==> config.mk <==
export PLATFORM = sky130hd
export DESIGN_NAME = arm_control_sequencer
export DESIGN_NICKNAME = d
export VERILOG_FILES = /design/src/rtl/arm_cu_pkg.sv /design/src/rtl/arm_cond_check.sv /design/src/rtl/arm_control_sequencer.sv
export SDC_FILE = /design/constraint.sdc
export NUM_CORES = 1
export LEC_CHECK = 0
export ABC_AREA = 1
export CAP_MARGIN = 5
export CORE_MARGIN = 5
export CORE_UTILIZATION = 37
export DETAILED_ROUTE_END_ITERATION = 6
export GPL_TIMING_DRIVEN = 1
export PLACE_DENSITY = 0.95
export REMOVE_ABC_BUFFERS = 1
export SYNTH_ARGS = -nofsm -noshare
export SYNTH_HDL_FRONTEND = slang
export SYNTH_SLANG_ARGS = --single-unit
==> constraint.sdc <==
create_clock -name CLK -period 2 [get_ports CLK]
set_input_delay 0.3 -clock CLK [delete_from_list [all_inputs] [get_ports CLK]]
set_output_delay 0.3 -clock CLK [all_outputs]
set_load 0.02 [all_outputs]
==> src/rtl/arm_cu_pkg.sv <==
// Shared constants for the ARM-subset control unit: control-word layout,
// state indices, datapath select encodings and ALU opcodes.
package arm_cu_pkg;

  localparam int STATE_W = 6;
  localparam int CW_W    = 32;

  // Control-word bit positions, MSB first
  localparam int CW_MFA     = 31;
  localparam int CW_RW_RAM  = 30;
  localparam int CW_SALU    = 29;
  localparam int CW_RF_RW   = 28;
  localparam int CW_SSAB    = 27;
  localparam int CW_SSOP    = 26;
  localparam int CW_SMA     = 25;
  localparam int CW_STA     = 24;
  localparam int CW_MAR_EN  = 23;
  localparam int CW_SR_EN   = 22;
  localparam int CW_MDR_EN  = 21;
  localparam int CW_IR_EN   = 20;
  localparam int CW_SHT_EN  = 19;
  localparam int CW_ISE_EN  = 18;
  localparam int CW_SGN_EN  = 17;
  localparam int CW_CLR     = 16;
  localparam int CW_DSS_HI  = 15;
  localparam int CW_DSS_LO  = 14;
  localparam int CW_WRA_HI  = 13;
  localparam int CW_WRA_LO  = 12;
  localparam int CW_SRA_HI  = 11;
  localparam int CW_SRA_LO  = 10;
  localparam int CW_SRB_HI  = 9;
  localparam int CW_SRB_LO  = 8;
  localparam int CW_SISE_HI = 7;
  localparam int CW_SISE_LO = 6;
  localparam int CW_SALUB_HI = 5;
  localparam int CW_SALUB_LO = 4;
  localparam int CW_ALUA_HI = 3;
  localparam int CW_ALUA_LO = 0;

  typedef enum logic [STATE_W-1:0] {
    S_RESET  = 6'd0,
    S_FETCH0 = 6'd1,
    S_FETCH1 = 6'd2,
    S_FETCH2 = 6'd3,
    S_DECODE = 6'd4,
    S_DP_REG = 6'd10,
    S_DP_IMM = 6'd11,
    S_ADDR   = 6'd12,
    S_LOAD   = 6'd13,
    S_WB     = 6'd14,
    S_STD    = 6'd15,
    S_STORE  = 6'd16,
    S_BR     = 6'd20,
    S_LINK   = 6'd21,
    S_BADD   = 6'd22
  } state_t;

  localparam logic [1:0] WRA_RD  = 2'b00;
  localparam logic [1:0] WRA_RN  = 2'b01;
  localparam logic [1:0] WRA_R15 = 2'b10;
  localparam logic [1:0] WRA_R14 = 2'b11;

  localparam logic [1:0] SRX_RN  = 2'b00;
  localparam logic [1:0] SRX_RD  = 2'b01;
  localparam logic [1:0] SRX_R15 = 2'b10;
  localparam logic [1:0] SRX_RM  = 2'b11;

  localparam logic [1:0] SALUB_SHIFT = 2'b00;
  localparam logic [1:0] SALUB_FOUR  = 2'b01;
  localparam logic [1:0] SALUB_MDR   = 2'b10;
  localparam logic [1:0] SALUB_EXT   = 2'b11;

  localparam logic [1:0] DSS_BYTE = 2'b00;
  localparam logic [1:0] DSS_WORD = 2'b10;

  localparam logic [1:0] SISE_IMM12 = 2'b00;
  localparam logic [1:0] SISE_IMM24 = 2'b10;

  localparam logic [3:0] ALU_ADD = 4'b0100;
  localparam logic [3:0] ALU_SUB = 4'b0010;
  localparam logic [3:0] ALU_MOV = 4'b1101;

endpackage

==> src/rtl/arm_cond_check.sv <==
// ARM condition-code evaluator: pass=1 when the instruction should execute.
module arm_cond_check (
  input  logic [3:0] cond,
  input  logic [3:0] flags,
  output logic       pass
);

  logic c, n, v, z;

  assign c = flags[3];
  assign n = flags[2];
  assign v = flags[1];
  assign z = flags[0];

  always_comb begin
    pass = 1'b0;
    case (cond)
      4'h0: pass = z;
      4'h1: pass = !z;
      4'h2: pass = c;
      4'h3: pass = !c;
      4'h4: pass = n;
      4'h5: pass = !n;
      4'h6: pass = v;
      4'h7: pass = !v;
      4'h8: pass = c && !z;
      4'h9: pass = !c || z;
      4'hA: pass = (n == v);
      4'hB: pass = (n != v);
      4'hC: pass = !z && (n == v);
      4'hD: pass = z || (n != v);
      4'hE: pass = 1'b1;
      default: pass = 1'b0;
    endcase
  end

endmodule

==> src/rtl/arm_control_sequencer.sv <==
// Multi-cycle ARM-subset control unit: state register plus combinational
// next-state and control-word decode from state and IR fields.
module arm_control_sequencer
  import arm_cu_pkg::*;
(
  input  logic            CLK,
  input  logic            Reset,
  input  logic [31:0]     IR_Out,
  input  logic            MFC,
  input  logic [3:0]      Flags,
  output logic [CW_W-1:0] CW
);

  state_t state, state_nxt;
  logic   cond_pass;
  logic   unused_ir;

  assign unused_ir = ^IR_Out[19:0];

  arm_cond_check u_cond (
    .cond  (IR_Out[31:28]),
    .flags (Flags),
    .pass  (cond_pass)
  );

  always_ff @(posedge CLK) begin
    if (Reset) state <= S_RESET;
    else       state <= state_nxt;
  end

  always_comb begin
    state_nxt = S_FETCH0;
    CW        = '0;
    case (state)
      S_RESET: begin
        CW[CW_CLR] = 1'b1;
      end
      S_FETCH0: begin
        CW[CW_SRB_HI:CW_SRB_LO]     = SRX_R15;
        CW[CW_SALUB_HI:CW_SALUB_LO] = SALUB_SHIFT;
        CW[CW_ALUA_HI:CW_ALUA_LO]   = ALU_MOV;
        CW[CW_MAR_EN]               = 1'b1;
        state_nxt                   = S_FETCH1;
      end
      S_FETCH1: begin
        CW[CW_SRA_HI:CW_SRA_LO]     = SRX_R15;
        CW[CW_SALUB_HI:CW_SALUB_LO] = SALUB_FOUR;
        CW[CW_ALUA_HI:CW_ALUA_LO]   = ALU_ADD;
        CW[CW_RF_RW]                = 1'b1;
        CW[CW_WRA_HI:CW_WRA_LO]     = WRA_R15;
        CW[CW_MFA]                  = 1'b1;
        CW[CW_DSS_HI:CW_DSS_LO]     = DSS_WORD;
        CW[CW_MDR_EN]               = 1'b1;
        state_nxt                   = S_FETCH2;
      end
      S_FETCH2: begin
        CW[CW_MFA]              = 1'b1;
        CW[CW_DSS_HI:CW_DSS_LO] = DSS_WORD;
        CW[CW_IR_EN]            = 1'b1;
        state_nxt               = MFC ? S_DECODE : S_FETCH2;
      end
      S_DECODE: begin
        if (cond_pass) begin
          case (IR_Out[27:25])
            3'b000:  state_nxt = S_DP_REG;
            3'b001:  state_nxt = S_DP_IMM;
            3'b010:  state_nxt = S_ADDR;
            3'b101:  state_nxt = S_BR;
            default: state_nxt = S_FETCH0;
          endcase
        end
      end
      S_DP_REG, S_DP_IMM: begin
        CW[CW_SRA_HI:CW_SRA_LO]     = SRX_RN;
        CW[CW_SRB_HI:CW_SRB_LO]     = SRX_RM;
        CW[CW_SHT_EN]               = 1'b1;
        CW[CW_SALU]                 = 1'b1;
        CW[CW_SALUB_HI:CW_SALUB_LO] = SALUB_SHIFT;
        CW[CW_SR_EN]                = IR_Out[20];
        CW[CW_SSOP]                 = (state == S_DP_IMM);
        // TST/TEQ/CMP/CMN only update flags, never the register file
        CW[CW_RF_RW]                = (IR_Out[24:23] != 2'b10);
        CW[CW_WRA_HI:CW_WRA_LO]     = WRA_RD;
      end
      S_ADDR: begin
        CW[CW_SISE_HI:CW_SISE_LO]   = SISE_IMM12;
        CW[CW_ISE_EN]               = 1'b1;
        CW[CW_SALUB_HI:CW_SALUB_LO] = SALUB_EXT;
        CW[CW_ALUA_HI:CW_ALUA_LO]   = IR_Out[23] ? ALU_ADD : ALU_SUB;
        CW[CW_MAR_EN]               = 1'b1;
        state_nxt                   = IR_Out[20] ? S_LOAD : S_STD;
      end
      S_LOAD: begin
        CW[CW_MFA]              = 1'b1;
        CW[CW_MDR_EN]           = 1'b1;
        CW[CW_DSS_HI:CW_DSS_LO] = IR_Out[22] ? DSS_BYTE : DSS_WORD;
        state_nxt               = MFC ? S_WB : S_LOAD;
      end
      S_WB: begin
        CW[CW_SALUB_HI:CW_SALUB_LO] = SALUB_MDR;
        CW[CW_ALUA_HI:CW_ALUA_LO]   = ALU_MOV;
        CW[CW_RF_RW]                = 1'b1;
        CW[CW_WRA_HI:CW_WRA_LO]     = WRA_RD;
      end
      S_STD: begin
        CW[CW_SRB_HI:CW_SRB_LO]   = SRX_RD;
        CW[CW_ALUA_HI:CW_ALUA_LO] = ALU_MOV;
        CW[CW_MDR_EN]             = 1'b1;
        CW[CW_SMA]                = 1'b1;
        state_nxt                 = S_STORE;
      end
      S_STORE: begin
        CW[CW_MFA]              = 1'b1;
        CW[CW_RW_RAM]           = 1'b1;
        CW[CW_DSS_HI:CW_DSS_LO] = IR_Out[22] ? DSS_BYTE : DSS_WORD;
        state_nxt               = MFC ? S_FETCH0 : S_STORE;
      end
      S_BR: begin
        state_nxt = IR_Out[24] ? S_LINK : S_BADD;
      end
      S_LINK: begin
        CW[CW_SRB_HI:CW_SRB_LO]   = SRX_R15;
        CW[CW_ALUA_HI:CW_ALUA_LO] = ALU_MOV;
        CW[CW_RF_RW]              = 1'b1;
        CW[CW_WRA_HI:CW_WRA_LO]   = WRA_R14;
        state_nxt                 = S_BADD;
      end
      S_BADD: begin
        // PC already holds PC+4 from FETCH1
        CW[CW_SRA_HI:CW_SRA_LO]     = SRX_R15;
        CW[CW_SISE_HI:CW_SISE_LO]   = SISE_IMM24;
        CW[CW_SGN_EN]               = 1'b1;
        CW[CW_SALUB_HI:CW_SALUB_LO] = SALUB_EXT;
        CW[CW_ALUA_HI:CW_ALUA_LO]   = ALU_ADD;
        CW[CW_RF_RW]                = 1'b1;
        CW[CW_WRA_HI:CW_WRA_LO]     = WRA_R15;
      end
      default: begin
        CW        = '0;
        state_nxt = S_FETCH0;
      end
    endcase
  end

endmodule

==> results.rst, run 1 <==
.. list-table::
   :header-rows: 1

   * - Metric
     - Value
   * - Overall die width
     - 60.3 microns
   * - Main synth FF type
     - sky130_fd_sc_hd__dfxtp_1
   * - Antenna violations before repair
     - 0
   * - Nature of the critical path startpoint
     - flop
   * - Average cell area after synthesis
     - 5.20 sq um
   * - DR pass1 iterations
     - 4
   * - Number of filler instances in the final layout
     - 236
   * - Status
     - completed
   * - Total inserted antenna cells
     - 0
   * - Clock sink count
     - 5
   * - Antenna-violating nets left
     - 0
   * - Total number of H-tree levels
     - 1
   * - Final Worst Setup Slack
     - 9.97 ps
   * - Fin. max-slew vios
     - 0
   * - Number of distinct library cells after synthesis
     - 24
   * - Worst min-delay path category
     - reg -> reg
   * - Number of storage elements in the synthesis netlist
     - 5
   * - Wire length of the first global-routing pass
     - 4330 microns
   * - Highest fanout seen on the critical path
     - 5
   * - Max-cap viol count
     - 0
   * - Total clock buffers created by CTS
     - 3
   * - Number of top-level pins
     - 71
   * - Crit path capture type
     - primary output
   * - Signal arrival time at the worst endpoint
     - 1690 ps
   * - Area fraction of the dominant cell type after synthesis
     - 19.7%
   * - Fin. Hold Viols
     - 0
   * - Number of global-route vias before repair
     - 1048
   * - Deepest clock path buffer count
     - 2
   * - Effective utilization at floorplan
     - 38.1%
   * - Worst Path Required
     - 1700 ps
   * - Number of hold buffers added after cts
     - 0
   * - Setup Slack @ Placement
     - 13.7 ps
   * - Switching fraction of total power
     - 52.7%
   * - Tightest hold margin
     - 706 ps
   * - Die outline area
     - 3640 sq um
   * - Estimated wirelength of the detail-placed design
     - 2400 microns
   * - Layout-stage area growth over the synthesis result
     - 57.0%
   * - Remaining global-route overflow
     - 0
   * - Instance count of the mapped netlist
     - 180
   * - Net switching power
     - 605 uW
   * - Setup clock skew after layout
     - 0.626 ps
   * - Detail-routed net length per standard cell
     - 10.4 microns
   * - CTS Root Buffer Type
     - sky130_fd_sc_hd__clkbuf_4
   * - Clock latency of the later-clocked register in the worst-skew pair
     - 240 ps
   * - Layout cell share with drive strength beyond 1
     - 19.3%
   * - Core Util, Final
     - 59.8%
   * - # nets final
     - 278
   * - Pin count of the biggest net entering global routing
     - 8
   * - Pwr dens
     - 782 nW/um^2
   * - Clock edge transition at the registers on the reported setup and hold paths
     - 40 ps
   * - Detailed-route via count
     - 1285
   * - Share of the clock period used by the worst path after layout
     - 99.5%
   * - Fraction of power consumed by combinational cells
     - 76.7%
   * - Proportion of register bits with asynchronous set or reset after synthesis
     - 0%
   * - Power Internal
     - 543 uW
   * - Sequential element share of the synthesized area
     - 10.7%
   * - Worst-case vdd ir drop
     - 644 uV
   * - # port buffers
     - 44
   * - Achievable clock frequency
     - 503 MHz
   * - Post-synthesis instance area
     - 936 sq um
   * - Worst hold stages
     - 4
   * - Reg with most FFs
     - state
   * - Clk pwr share
     - 10.1%
   * - Post-CTS setup repair buffer count
     - 0
   * - Number of remaining DRC errors
     - 0
   * - Number of warnings issued by yosys
     - 0
   * - Leakage
     - 0.858 nW
   * - Number of DRC markers in iteration 0
     - 39
   * - Sequential share of power
     - 13.2%
   * - Critical Setup Path Class
     - reg -> out
   * - Synth top area cells
     - sky130_fd_sc_hd__nand2_1 (20%), sky130_fd_sc_hd__nand3_1 (12%), sky130_fd_sc_hd__dfxtp_1 (11%)
   * - Die Y-Extent
     - 60.3 microns
   * - Global placer's final weighted congestion
     - 0.997
   * - Largest regs
     - state x5
   * - Most repeated cell in the gate-level netlist after synthesis
     - sky130_fd_sc_hd__nand2_1
   * - Post-synth top area cell
     - sky130_fd_sc_hd__nand2_1
   * - Register-to-Register Path Depth
     - 9
   * - Max reg flops
     - 5
   * - Number of synthesized flops with an enable pin
     - 0
   * - Core ar.
     - 2450 sq um
   * - Cell Rows
     - 18
   * - Vias per cell
     - 4.79
   * - Clock tree from TritonCTS
     - yes
   * - Setup repair after global routing missed its margin
     - true
   * - Total global routing track utilization
     - 15.1%
   * - Leading cell types by count after synthesis
     - sky130_fd_sc_hd__nand2_1 (49), sky130_fd_sc_hd__nor2_1 (25), sky130_fd_sc_hd__inv_1 (22), sky130_fd_sc_hd__nand3_1 (22)
   * - Final-report setup violation count
     - 0
   * - Aggregate routed wire length
     - 2780 microns
   * - Time the worst path needs with I/O delays and setup
     - 1990 ps
final cells by class:
type / instances / area, sq um / area share, %
multi-input combinational: 140 / 684 / 46.6
sequential: 5 / 100 / 6.81
clock buffer: 4 / 26.3 / 1.79
inverter: 31 / 116 / 7.92
timing repair buffer: 58 / 504 / 34.3
tap: 30 / 37.5 / 2.56
worst max-delay path: stages, from the launching register on:
cell                              delay [ps]
sky130_fd_sc_hd__dfxtp_1                 360
sky130_fd_sc_hd__nor2_2                  230
sky130_fd_sc_hd__nand2_2                 110
sky130_fd_sc_hd__nor2_2                  130
sky130_fd_sc_hd__clkdlybuf4s50_1         620
repair_timing:
action,in CTS,in global routing
endpoints found under the setup margin,25,11
endpoints found under the hold margin,0,0
resized for setup,26,12
kinds of logic (layout without fill, tap and decap cells):
| family | Yosys count | count (layout) | share of synthesized area (%) |
|---|---|---|---|
| AND/OR/NAND/NOR | 117 | 117 | 59.2 |
| buffers and inverters | 39 | 93 | 18.9 |
| AO/OA/AOI/OAI | 18 | 18 | 10.8 |
| flip-flops | 5 | 5 | 10.7 |
| other | 1 | 5 | 0.401 |
cell usage in the layout (no fill, tap or decap), types with 4 or more instances in the layout:
master,n
sky130_fd_sc_hd__nand2_1,49
sky130_fd_sc_hd__nor2_1,25
sky130_fd_sc_hd__inv_1,22
sky130_fd_sc_hd__nand3_1,22
sky130_fd_sc_hd__dlygate4sd2_1,19
sky130_fd_sc_hd__clkdlybuf4s50_1,18
sky130_fd_sc_hd__buf_4,14
sky130_fd_sc_hd__inv_2,9
sky130_fd_sc_hd__a21oi_1,9
sky130_fd_sc_hd__conb_1,5
sky130_fd_sc_hd__dfxtp_1,5
sky130_fd_sc_hd__nor2_2,4
sky130_fd_sc_hd__nor2_4,4
sky130_fd_sc_hd__nand2_2,4
sky130_fd_sc_hd__o21ai_0,4
sky130_fd_sc_hd__clkbuf_2,4
routing by layer:
| metal | global-route usage, % | routed length, microns | vias up |
|---|---|---|---|
| li1 | - | - | 674 |
| met1 | 19.4 | 1160 | 570 |
| met2 | 27.2 | 1430 | 37 |
| met3 | 1.30 | 158 | 4 |
| met4 | 2.85 | 29 | 0 |
| met5 | 0 | 0 | - |
power groups by stage:
stage / Clock [mW] / Combinational, mW / Sequential, mW
final: 0.116 / 0.881 / 0.152
after global routing: 0.125 / 0.956 / 0.153
after CTS: 0.118 / 0.880 / 0.150
after detailed placement: 0 / 0.964 / 0.151
after global placement: 0 / 0.956 / 0.150
after floorplan: 0 / 0.515 / 0.150
final timing paths:
path,startpoint,endpoint,slack (ps)
worst max-delay path,state[0],CW[30],10
worst max register to register,state[3],state[0],570
worst min register to register,state[3],state[3],710
worst min-delay path,state[3],state[3],710
metrics by stage:
step | std cells | setup TNS (ps) | area (sq um) | power (mW)
global placement | 264 | 0 | 1470 | 1.11
floorplan | 176 | 0 | 891 | 0.666
detailed placement | 264 | 0 | 1470 | 1.12
finish | 268 | 0 | 1470 | 1.15
CTS | 268 | 0 | 1470 | 1.15
global route | 268 | -249 | 1470 | 1.23
Power figures use the tool's default switching activity.
==> run 2, diff against run 1 <==
- ABC_CLOCK_PERIOD_IN_PS: unset -> 2000
- PLACE_DENSITY: 0.95 -> 0.9
==> results.rst, run 2 (synthesis gave the netlist of run 1 again) <==
.. list-table::
   :header-rows: 1

   * - Metric
     - Value
   * - Status
     - completed
   * - Clock latency of the later-clocked register in the worst-skew pair
     - 240 ps (about the same)
   * - Overall die width
     - 60.3 microns (unchanged)
   * - Pin count of the biggest net entering global routing
     - 8 (unchanged)
   * - Critical Path Slowest Stage Cell
     - sky130_fd_sc_hd__clkdlybuf4s50_1
   * - # port buffers
     - 44 (unchanged)
   * - Core ar.
     - 2450 sq um (unchanged)
   * - Largest regs
     - state x5
   * - Fin. Hold Viols
     - 0 (unchanged)
   * - Antenna violations before repair
     - 0 (unchanged)
   * - Detailed-route via count
     - 1262 (-1.8%)
   * - Total inserted antenna cells
     - 0 (unchanged)
   * - Fraction of power consumed by combinational cells
     - 75.7% (-1.0 points)
   * - Worst hold stages
     - 4 (unchanged)
   * - Max-cap viol count
     - 0 (unchanged)
   * - R2R setup slack
     - 570 ps (about the same)
   * - Register-to-Register Path Depth
     - 10 (+1)
   * - Highest fanout seen on the critical path
     - 5 (unchanged)
   * - Count of buffer and inverter cells on the critical path
     - 1 (unchanged)
   * - Origin of the critical flop-to-flop path
     - state[1]
   * - Final-report setup violation count
     - 0 (unchanged)
   * - Layout cell share with drive strength beyond 1
     - 22.4% (+3.0 points)
   * - End of the worst register-to-register path
     - state[0]
   * - Pwr dens
     - 790 nW/um^2 (+1.0%)
   * - Fin. max-slew vios
     - 0 (unchanged)
   * - Clock sink count
     - 5 (unchanged)
   * - Global placer's final weighted congestion
     - 0.940 (-5.8%)
   * - Setup repair after global routing missed its margin
     - false
   * - Sequential share of power
     - 14.4% (+1.2 points)
   * - Cell-by-cell listing of the critical path
     - nor2_4 > nand2_2 > nor2_2 > clkdlybuf4s50_1
   * - Estimated wirelength of the detail-placed design
     - 2380 microns (-0.82%)
   * - Number of DRC markers in iteration 0
     - 37 (-5.1%)
   * - Delay-heaviest family, CP
     - buffers and inverters
   * - Crit path capture type
     - primary output
   * - Post-CTS setup repair buffer count
     - 0 (unchanged)
   * - Share of the clock period used by the worst path after layout
     - 96.2% (-3.3 points)
   * - Most frequent cells in the layout
     - sky130_fd_sc_hd__nand2_1 (49), sky130_fd_sc_hd__nor2_1 (24), sky130_fd_sc_hd__inv_1 (22), sky130_fd_sc_hd__nand3_1 (21)
   * - Number of top-level pins
     - 71 (unchanged)
   * - Layout-stage area growth over the synthesis result
     - 56.7%
   * - Total clock buffers created by CTS
     - 3 (unchanged)
   * - Net switching power
     - 614 uW (+1.4%)
   * - CTS Root Buffer Type
     - sky130_fd_sc_hd__clkbuf_4
   * - Total global routing track utilization
     - 14.5% (-0.63 points)
   * - Number of filler instances in the final layout
     - 251 (+6.4%)
   * - Die Y-Extent
     - 60.3 microns (unchanged)
   * - Antenna-violating nets left
     - 0 (unchanged)
   * - Signal arrival time at the worst endpoint
     - 1620 ps (-70 ps)
   * - Critical Path Stages
     - 4 (unchanged)
   * - Critical Setup Path Class
     - reg -> out
   * - Commonest non-fill, non-tap cell in the layout
     - sky130_fd_sc_hd__nand2_1
   * - Time the worst path needs with I/O delays and setup
     - 1920 ps (-66.8 ps)
   * - Inst Count DP
     - 263 (-0.38%)
   * - Remaining global-route overflow
     - 0 (unchanged)
   * - Worst Path Required
     - 1700 ps (about the same)
   * - Nature of the critical path startpoint
     - flop
   * - Worst-case vdd ir drop
     - 628 uV (-2.6%)
   * - Clock tree from TritonCTS
     - yes
   * - Final cell count without fillers
     - 267 (-0.37%)
   * - Achievable clock frequency
     - 520 MHz (+3.5%)
   * - Wire length of the first global-routing pass
     - 4150 microns (-4.0%)
   * - Number of global-route vias before repair
     - 1031 (-1.6%)
   * - DR pass1 iterations
     - 4 (unchanged)
   * - Effective utilization at floorplan
     - 38.1% (unchanged)
   * - Cell Rows
     - 18 (unchanged)
   * - # nets final
     - 277 (-0.36%)
   * - Die outline area
     - 3640 sq um (unchanged)
   * - Clock edge transition at the registers on the reported setup and hold paths
     - 40 ps (about the same)
   * - Total number of H-tree levels
     - 1 (unchanged)
   * - Hold Crit Endpoint
     - state[3]
   * - Delay of the slowest cell on the worst path
     - 620 ps (about the same)
   * - Vias per cell
     - 4.73 (-1.4%)
   * - Core Util, Final
     - 59.7% (-0.10 points)
   * - Setup clock skew after layout
     - 2.69 ps (+2.06 ps)
   * - Detail-routed net length per standard cell
     - 10.2 microns (-1.8%)
   * - Switching fraction of total power
     - 53.0% (+0.27 points)
   * - Worst min-delay path category
     - reg -> reg
   * - Source of the worst hold timing path
     - state[2]
   * - Leakage
     - 0.853 nW (-0.52%)
   * - Deepest clock path buffer count
     - 2 (unchanged)
   * - Max reg flops
     - 5 (unchanged)
   * - Clk pwr share
     - 9.9% (-0.2 points)
   * - Power Internal
     - 545 uW (+0.28%)
   * - Reg with most FFs
     - state
   * - Number of remaining DRC errors
     - 0 (unchanged)
   * - Aggregate routed wire length
     - 2720 microns (-2.2%)
-- run 2: cell count changes in the layout (fill, tap and decap cells not counted), moves of 2 or more --
cell,change
sky130_fd_sc_hd__clkbuf_2,+2
sky130_fd_sc_hd__clkdlybuf4s15_1,-2
sky130_fd_sc_hd__dfxtp_1,-4
sky130_fd_sc_hd__dfxtp_2,+4
-- run 2: area by class of cell --
type                    count  area (sq um)  area share (%)
clock buffers               4          26.3            1.79
inverters                  31           116            7.94
multi-input cells         140           697            47.5
flip-flops and latches      5           105            7.17
well taps                  30          37.5            2.56
repair buffers             57           484            33.0
-- run 2: worst max path at each step --
stage	from	endpoint	slack, ps
after global placement	state[1]	CW[28]	10
after detailed placement	state[1]	CW[28]	-6
after floorplan	state[4]	CW[2]	120
after global routing	state[1]	CW[5]	0.4
final	state[1]	CW[30]	80
after CTS	state[0]	CW[2]	10
-- run 2: worst register-to-register path, delay by kind of cell (launching register included) --
family	cells	cell delay, ps
AND/OR/NAND/NOR	7	610
AO/OA/AOI/OAI	1	60
buffers and inverters	2	230
flip-flops	1	400
-- run 2: through the flow --
stage                     total power, mW  TNS (ps)  cell area, sq um  hold WS, ps  setup slack (ps)
final                                1.16         0              1470          696              76.7
after global routing                 1.25         0              1470          721             0.406
after CTS                            1.17         0              1480          709              12.0
after detailed placement             1.12     -9.62              1470          702             -6.48
after global placement               1.11         0              1470          693              14.4
after floorplan                     0.666         0               891          369               119
-- run 2: repair_timing --
item                                   CTS  global route
hold buffers                             0             0
gates resized for setup                 29            17
endpoints found under the hold margin    0             0
setup endpoints to repair               26            11
pin swaps                                0             0
-- run 2: power groups by stage --
stage | sequential (mW) | combinational [mW] | clock (mW)
global route | 0.171 | 0.954 | 0.129
CTS | 0.161 | 0.889 | 0.116
floorplan | 0.150 | 0.515 | 0
finish | 0.167 | 0.877 | 0.115
detailed placement | 0.153 | 0.969 | 0
global placement | 0.151 | 0.956 | 0
-- run 2: per-layer routing --
layer	track usage, %	wire length [microns]
met1	19.2	1200
met2	24.4	1320
met3	2.38	181
met4	2.85	15
met5	0	0
